==> src/rtl/sobel_edge_detector.sv <==
// Sobel gradient-magnitude stage: streams a blurred luma frame from memory in
// fixed 8-cycle slots and writes back {edge, magnitude} as a YCrCb word.
module sobel_edge_detector #(
  parameter int unsigned WIDTH     = 640,
  parameter int unsigned HEIGHT    = 480,
  parameter logic [9:0]  THRESHOLD = 10'd128
) (
  input  logic        clk,
  input  logic        reset,
  input  logic        start,
  output logic        done,
  output logic [18:0] read_addr,
  input  logic [35:0] read_data,
  output logic [18:0] write_addr,
  output logic [35:0] write_data,
  output logic        write_enable
);
  localparam logic [1:0]  IDLE   = 2'd0;
  localparam logic [1:0]  PRIME  = 2'd1;
  localparam logic [1:0]  PIXEL  = 2'd2;
  localparam logic [1:0]  FINISH = 2'd3;
  localparam logic [9:0]  X_LAST = 10'(WIDTH - 1);
  localparam logic [8:0]  Y_LAST = 9'(HEIGHT - 1);
  localparam logic [10:0] N_COLS = 11'(WIDTH);

  logic [1:0]  r_state;
  logic [2:0]  r_sc;
  logic [9:0]  r_x;
  logic [8:0]  r_y;
  logic [9:0]  r_win [3][3];  // [column c0..c2][row y-1..y+1]
  logic [9:0]  r_cap0, r_cap1, r_cap2;
  logic [18:0] r_hold_addr;
  logic        r_we;
  logic [18:0] r_waddr;
  logic [35:0] r_wdata;

  logic        w_active, w_col_ok, w_issue, w_border, w_edge;
  logic [10:0] w_col;
  logic [8:0]  w_tap_row;
  logic [1:0]  w_cap_sel;
  logic [9:0]  w_cap, w_mag;
  logic [12:0] w_left, w_right, w_top, w_bot, w_gx, w_gy, w_ax, w_ay, w_sum;

  // Row k of the slot is y-1+k; rows above and below the frame are absent.
  function automatic logic row_ok(input logic [1:0] k, input logic [8:0] y);
    return (k == 2'd0) ? (y != 9'd0) : (k == 2'd2) ? (y != Y_LAST) : 1'b1;
  endfunction

  assign w_active  = (r_state == PRIME) || (r_state == PIXEL);
  assign w_col     = (r_state == PRIME) ? 11'd0 : {1'b0, r_x} + 11'd1;
  assign w_col_ok  = w_col < N_COLS;
  assign w_tap_row = r_y + {7'd0, r_sc[1:0]} - 9'd1;
  assign w_issue   = w_active && (r_sc < 3'd3) && w_col_ok && row_ok(r_sc[1:0], r_y);
  assign read_addr = w_issue ? {w_tap_row, w_col[9:0]} : r_hold_addr;

  // Data arrives two cycles after issue, so s2..s4 capture rows 0..2.
  assign w_cap_sel = r_sc[1:0] - 2'd2;
  assign w_cap     = (w_col_ok && row_ok(w_cap_sel, r_y)) ? read_data[29:20] : '0;

  assign w_left  = {3'b0, r_win[0][0]} + {2'b0, r_win[0][1], 1'b0} + {3'b0, r_win[0][2]};
  assign w_right = {3'b0, r_win[2][0]} + {2'b0, r_win[2][1], 1'b0} + {3'b0, r_win[2][2]};
  assign w_top   = {3'b0, r_win[0][0]} + {2'b0, r_win[1][0], 1'b0} + {3'b0, r_win[2][0]};
  assign w_bot   = {3'b0, r_win[0][2]} + {2'b0, r_win[1][2], 1'b0} + {3'b0, r_win[2][2]};
  assign w_gx    = w_right - w_left;
  assign w_gy    = w_bot - w_top;
  assign w_ax    = w_gx[12] ? -w_gx : w_gx;
  assign w_ay    = w_gy[12] ? -w_gy : w_gy;
  assign w_sum   = w_ax + w_ay;
  assign w_border = (r_x == 10'd0) || (r_x == X_LAST) || (r_y == 9'd0) || (r_y == Y_LAST);
  assign w_mag   = w_border ? '0 : w_sum[12:3];
  assign w_edge  = !w_border && (w_mag >= THRESHOLD);

  assign done         = (r_state == FINISH) && !start;
  assign write_enable = r_we;
  assign write_addr   = r_waddr;
  assign write_data   = r_wdata;

  always_ff @(posedge clk or negedge reset) begin
    if (!reset) begin
      r_state     <= IDLE;
      r_sc        <= '0;
      r_x         <= '0;
      r_y         <= '0;
      r_cap0      <= '0;
      r_cap1      <= '0;
      r_cap2      <= '0;
      r_hold_addr <= '0;
      r_we        <= 1'b0;
      r_waddr     <= '0;
      r_wdata     <= '0;
      for (int unsigned i = 0; i < 3; i++)
        for (int unsigned j = 0; j < 3; j++) r_win[i][j] <= '0;
    end else begin
      r_we        <= 1'b0;
      r_hold_addr <= read_addr;
      if (start) begin
        r_state <= PRIME;
        r_sc    <= '0;
        r_x     <= '0;
        r_y     <= '0;
        for (int unsigned i = 0; i < 3; i++)
          for (int unsigned j = 0; j < 3; j++) r_win[i][j] <= '0;
      end else if (r_state == FINISH) begin
        r_state <= IDLE;
      end else if (w_active) begin
        r_sc <= r_sc + 3'd1;
        case (r_sc)
          3'd2: r_cap0 <= w_cap;
          3'd3: r_cap1 <= w_cap;
          3'd4: r_cap2 <= w_cap;
          3'd5: begin
            for (int unsigned j = 0; j < 3; j++) begin
              r_win[0][j] <= r_win[1][j];
              r_win[1][j] <= r_win[2][j];
            end
            r_win[2][0] <= r_cap0;
            r_win[2][1] <= r_cap1;
            r_win[2][2] <= r_cap2;
          end
          3'd6: if (r_state == PIXEL) begin
            r_we    <= 1'b1;
            r_waddr <= {r_y, r_x};
            r_wdata <= {5'b0, w_edge, w_mag, 10'd512, 10'd512};
          end
          3'd7: begin
            if (r_state == PRIME) begin
              r_state <= PIXEL;
            end else if (r_x != X_LAST) begin
              r_x <= r_x + 10'd1;
            end else if (r_y == Y_LAST) begin
              r_state <= FINISH;
            end else begin
              r_x     <= '0;
              r_y     <= r_y + 9'd1;
              r_state <= PRIME;
              for (int unsigned i = 0; i < 3; i++)
                for (int unsigned j = 0; j < 3; j++) r_win[i][j] <= '0;
            end
          end
          default: ;
        endcase
      end
    end
  end
endmodule

==> config.mk <==
export PLATFORM = sky130hd
export DESIGN_NAME = sobel_edge_detector
export DESIGN_NICKNAME = d
export VERILOG_FILES = /design/src/rtl/sobel_edge_detector.sv
export SDC_FILE = /design/constraint.sdc
export NUM_CORES = 1
export LEC_CHECK = 0
export CORE_ASPECT_RATIO = 1.25
export CORE_MARGIN = 1
export CORE_UTILIZATION = 40
export CTS_CLUSTER_SIZE = 24
export DETAILED_ROUTE_END_ITERATION = 10
export GPL_ROUTABILITY_DRIVEN = 0
export GPL_TIMING_DRIVEN = 0
export PLACE_DENSITY = 0.6
export SETUP_SLACK_MARGIN = 0.2
export SYNTH_ARGS = -nofsm -noshare
export SYNTH_HDL_FRONTEND = slang
export SYNTH_SLANG_ARGS = --single-unit
==> constraint.sdc <==
create_clock -name clk -period 5.9 [get_ports clk]
set_clock_uncertainty 0.2 [all_clocks]
set_input_delay 1.18 -clock clk [delete_from_list [all_inputs] [get_ports clk]]
set_output_delay 1.18 -clock clk [all_outputs]
set_load 0.01 [all_outputs]
==> results.cfg, run 1 <==
[floorplanning]
dieArea_um2 = 32520
core-area_um2 = 31080
initial_utilization_pct = 40.92
rows = 72
die_h_um = 201.4
fp.dieW_um = 161.5
ioPinCount = 115

[routing]
wl_per_cell_um = 15.80
vias = 9631
routed_wl_um = 31210
dr.pass1.iters = 5
drtIter0Drc = 501
routed_via_density = 4.874
antenna_left = 0
drc = 0

[logic_synthesis]
synth.top_cells.by_count = nand2_1 (288), dfrtp_1 (195), inv_1 (192), o21ai_0 (160), fa_1 (79)
yosys_most_used_dff = dfrtp_1
synth_cell_types = 66
yosysTopAreaCellShare_pct = 38.37
yosysSeqAreaShare_pct = 38.37
synth_edf_count = 0
synth_area_um2 = 12720
yosysTopAreaCell = dfrtp_1
async_reset_ff_share_pct = 100.0
yosysWarnings = 0
syn_inst = 1396
synth-seq-cells = 195
yosysMostFrequentCell = nand2_1
synth_area_leaders = dfrtp_1 (38%), fa_1 (12%), nand2_1 (8.5%)
synth_area_per_cell_um2 = 9.111

[setup_path]
rrSetupSlack_ns = 0.08
r2r-start = r_win[23]$_DFFE_PN0P_
cp_slowest_cell = fa_1
worst_ep_required_time_ns = 6.02
worst_r2r_path_depth = 24
start_kind = register
slowest_delay_ns = 0.57
endpoint_kind = register
critical_path.cell_chain = buf_4 -> fa_1 -> fa_1 -> inv_1 -> fa_1 -> inv_1 -> ha_4 -> o21ai_2 -> o211ai_1 -> buf_4 -> a221oi_4 -> o21a_2 -> buf_4 -> nand2_1 -> xnor2_2 -> ha_4 -> o21a_1 -> o21ai_2 -> o31ai_2 -> a21o_1 -> a21o_1 -> a21oi_2 -> xnor2_2 -> o211ai_1
critPathMaxFanout = 5
cp.arrival_ns = 5.93
path_class = register to register
endpoint = write_data[30]$_DFFE_PN0P_
crit-reg2reg-capture = write_data[30]$_DFFE_PN0P_
crit_start = r_win[23]$_DFFE_PN0P_

[flow_run]
maxCapViolations = 0

[placed_design]
dp_hpwl_um = 23250
place_inst = 1891
io_buffer_count = 65

[clocking]
clkLatencyLatePin_ns = 0.45
cts_max_path_buffers = 2
clk_pin_slew_ns = 0.08
clock-root-buffer = clkbuf_16
cts_tree = built
numCtsBuffers = 17
hold_buffers = 0
htree_levels = 4
cts_sinks = 195

[min_path]
holdCritStartpoint = r_win[81]$_DFFE_PN0P_
whs_path_depth = 2
hp-class = register to register

[global_route]
grt_max_degree = 117
track_usage_pct = 19.78
grt_first_pass_wirelength_um = 50000
antenna_found_initial = 0
grt_pass1_vias = 9709
grt-ovfl-total = 0

[sta]
finalSetupViolCount = 0
clock.fmax_ghz = 0.1719
maxSlewViolCount = 0
hold_viol = 0
max_slew_margin_pct = 45.98
setup-tns-final_ns = 0
worstMarginPinSlew_ns = 0.8074
finalCritPeriodShare_pct = 98.57
finalCriticalPeriod_ns = 5.816
rsz0062_at_grt = true

[layout]
multiInputGateArea_um2 = 7331
stdcell_count = 1976
drive_gt1_share_pct = 16.57
areaGrowthSynthToFinish_pct = 22.76
diodes = 0
seq_area_um2 = 4888
final.fill_count = 2925
finalNetCount = 1744

[status]
status = complete, no violations
critical path, delay by kind of cell, from the launching register on:
kind | cells | cell delay, ns
flip-flops | 1 | 0.45
buffers and inverters | 5 | 0.62
AND/OR/NAND/NOR | 1 | 0.08
XOR/XNOR | 2 | 0.39
adder cells (fa/ha/maj) | 5 | 2.03
AO/OA/AOI/OAI | 11 | 1.93
routing by layer:
metal	vias up	share of wire [%]	GRT usage, %
met5	-	0	0
met3	34	2.8	2.783
li1	4724	-	-
met4	0	1.9	6.065
met2	141	53	35.67
met1	4732	42	24.21
state kept, by name, summed over array words and instances (netlist names):
name,count
r_cap1,10
r_sc,3
r_cap0,10
r_cap2,10
write_addr,19
r_x,10
r_hold_addr,19
r_win,90
r_state,2
write_data,12
r_y,9
write_enable,1
area by class of cell:
class | count | share of cell area, %
multi-input combinational | 954 | 46.95
sequential | 195 | 31.31
timing repair buffer | 119 | 7.044
inverter | 192 | 4.616
tap | 407 | 3.261
buffer | 77 | 2.877
clock buffer | 17 | 2.725
clock inverter | 15 | 1.218
cell usage in the layout (no fill, tap or decap), types with 15 or more instances in the layout:
cell type | synthesis | routed
buf_4 | 25 | 73
dfrtp_1 | 195 | 188
inv_1 | 192 | 179
clkdlybuf4s50_1 | 0 | 64
clkbuf_1 | 37 | 36
nor2_1 | 64 | 60
xor2_1 | 23 | 15
conb_1 | 1 | 23
nand3_1 | 19 | 16
a21oi_1 | 36 | 28
mux2_2 | 21 | 21
ha_1 | 70 | 55
o21ai_0 | 160 | 152
fa_1 | 79 | 77
nand2_1 | 288 | 287
xnor2_1 | 44 | 37
clkbuf_16 | 0 | 17
per-stage QoR:
stage / utilization, % / hold WS (ns) / cell area [µm²] / worst slack, ns
floorplan: - / 0.2497 / 12820 / 0.2231
global placement: 44.97 / 0.2626 / 13980 / -4.838
detailed placement: 45.07 / 0.2696 / 14010 / -0.8090
CTS: 48.52 / 0.2877 / 15080 / 0.1198
global route: 50.24 / 0.2985 / 15610 / -0.09437
finish: 50.24 / 0.2816 / 15610 / 0.08421
cell families (layout without fill, tap and decap cells):
kind of cell,count (synthesis),after routing,share of synthesized area [%]
multiplexers,25,25,2.184
flip-flops,195,195,38.37
adder cells (fa/ha/maj),149,149,19.32
other,1,23,0.02948
buffers and inverters,269,420,9.110
XOR/XNOR,67,67,4.614
AND/OR/NAND/NOR,435,435,14.65
AO/OA/AOI/OAI,255,255,11.73
how the worst min path moves through the flow:
stage | slack [ns] | endpoint
floorplan | 0.25 | r_cap0[0]$_DFFE_PN0P_
global placement | 0.26 | r_win[45]$_DFFE_PN0P_
detailed placement | 0.27 | r_win[42]$_DFFE_PN0P_
CTS | 0.29 | r_win[42]$_DFFE_PN0P_
global route | 0.30 | r_hold_addr[14]$_DFF_PN0_
finish | 0.28 | r_win[81]$_DFFE_PN0P_
timing repair:
item | CTS | global route
resized for setup | 52 | 76
endpoints found under the setup margin | 9 | 7
pin swaps | 35 | 67
setup buffers | 26 | 27
cloned | 0 | 0
Power of run 1 is not shown: default switching activity piles up to over one toggle a cycle in this logic, so the estimate is an artifact.
==> run 2: changes to the inputs <==
CORE_UTILIZATION = 53   (was 40)
PLACE_DENSITY = 0.76   (was 0.6)
==> run 2 against run 1 <==
- maximum frequency increased by 2.0%
- routed wire length shrank 2.7%
- first-iteration DRC count is 28% higher
- non-clock buffer count fell by 9
- critical path depth shrank 2
- cell area is 2.5% lower
- global-route usage up 5.8 points
- register-to-register slack improved by 0.11 ns
- largest cell class unchanged
==> results.cfg, run 2 (synthesized netlist as in run 1, its figures left out) <==
[status]
status = complete, no violations

[clocking]
clkLatencyLatePin_ns = 0.45
cts_sinks = 195
numCtsBuffers = 17
clock-root-buffer = clkbuf_16
clk_pin_slew_ns = 0.08
hold_buffers = 0
cts_tree = built
cts_max_path_buffers = 2
htree_levels = 4

[setup_path]
rrSetupSlack_ns = 0.20
cp.arrival_ns = 5.81
endpoint_kind = register
cp_slowest_cell = fa_1
critical_path.cell_chain = buf_4 -> fa_1 -> fa_1 -> inv_1 -> fa_1 -> inv_1 -> ha_4 -> and2_4 -> a221o_1 -> or3_4 -> a2111oi_4 -> nand2_1 -> nand2_1 -> xor2_2 -> ha_4 -> a21oi_2 -> o31ai_2 -> a21o_1 -> a21o_1 -> a21oi_2 -> xnor2_2 -> o211ai_1
critPathMaxFanout = 5
crit-reg2reg-capture = write_data[30]$_DFFE_PN0P_
worst_ep_required_time_ns = 6.01
start_kind = register
crit_top_cell = fa_1
worst_r2r_path_depth = 22
endpoint = write_data[30]$_DFFE_PN0P_
r2r-start = r_win[25]$_DFFE_PN0P_
slowest_delay_ns = 0.53
crit_start = r_win[25]$_DFFE_PN0P_
path_class = register to register

[flow_run]
maxCapViolations = 0

[sta]
finalCritPeriodShare_pct = 96.64
holdWs_ns = 0.2795
hold_viol = 0
clock.fmax_ghz = 0.1754
setup-tns-final_ns = 0
finalSetupViolCount = 0
maxSlewViolCount = 0
max_slew_margin_pct = 43.06
setup_slack_ns = 0.1984
rsz0062_at_grt = true
finalCriticalPeriod_ns = 5.702
worstMarginPinSlew_ns = 0.8522

[routing]
vias = 9887
wl_per_cell_um = 16.40
drc = 0
routed_via_density = 5.339
dr.pass1.iters = 6
routed_wl_um = 30380
drtIter0Drc = 642
antenna_left = 0

[layout]
areaGrowthSynthToFinish_pct = 19.72
most-common-layout-cells = nand2_1 (286), dfrtp_1 (190), inv_1 (184)
final_common_cell = nand2_1
largest_register_ffs = 90
diodes = 0
regMostFlops = r_win
finalNetCount = 1735
final.fill_count = 1913
multiInputGateArea_um2 = 7224
drive_gt1_share_pct = 14.94
design_area_um2 = 15230
seq_area_um2 = 4886

[floorplanning]
rows = 63
initial_utilization_pct = 53.78
core-area_um2 = 23650
die_h_um = 175.2
ioPinCount = 115
dieArea_um2 = 24620
fp.dieW_um = 140.6

[global_route]
grt-ovfl-total = 0
track_usage_pct = 25.54
grt_first_pass_wirelength_um = 49000
antenna_found_initial = 0
grt_pass1_vias = 9962
grt_max_degree = 112

[min_path]
hp-class = register to register
whs_path_depth = 2

[placed_design]
place_ws_ns = -0.6296
post_dp_cell_area_um2 = 13860
io_buffer_count = 65
dp_hpwl_um = 22060
==> run 2: per-layer routing <==
layer	wire [µm]	global-route usage (%)	up-vias
met3	1268	4.138	64
met5	0	0	-
met1	12210	30.86	4860
met2	15930	45.40	253
met4	963	10.33	0
li1	-	-	4710
==> run 2: repair_timing <==
item,in CTS,in global routing
buffers inserted,34,10
resized for setup,53,48
pin swaps,37,25
endpoints found under the setup margin,8,5
==> run 2: area by class of cell <==
class / count / area share [%]
Timing Repair Buffer: 110 / 6.680
Clock inverter: 12 / 0.7067
Tap cell: 292 / 2.399
Buffer: 77 / 2.950
Clock buffer: 20 / 2.999
Sequential cell: 195 / 32.09
Multi-Input combinational cell: 954 / 47.44
Inverter: 192 / 4.733
==> run 2: how the worst min path moves through the flow <==
stage                          startpoint                    endpoint
2_1_floorplan       r_cap0[0]$_DFFE_PN0P_       r_cap0[0]$_DFFE_PN0P_
3_3_place_gp        r_win[79]$_DFFE_PN0P_       r_win[79]$_DFFE_PN0P_
3_5_place_dp   write_data[27]$_DFFE_PN0P_  write_data[27]$_DFFE_PN0P_
4_1_cts        write_data[27]$_DFFE_PN0P_  write_data[27]$_DFFE_PN0P_
5_1_grt             r_win[71]$_DFFE_PN0P_       r_win[71]$_DFFE_PN0P_
6_report       write_data[27]$_DFFE_PN0P_  write_data[27]$_DFFE_PN0P_
==> run 2: critical path, delay by kind of cell, from the launching register on <==
| family | cells | cell delay, ns |
|---|---|---|
| adder cells (fa/ha/maj) | 5 | 2.03 |
| flip-flops | 1 | 0.42 |
| buffers and inverters | 3 | 0.30 |
| AO/OA/AOI/OAI | 8 | 1.48 |
| XOR/XNOR | 2 | 0.36 |
| AND/OR/NAND/NOR | 4 | 0.74 |
==> run 2: stage by stage <==
stage          util, %  cells
6_report         64.39   1852
5_1_grt          64.39   1852
4_1_cts          63.21   1842
3_5_place_dp     58.63   1776
3_3_place_gp     58.49   1775
2_1_floorplan        -   1418
Power of run 2 is left out for the same reason.
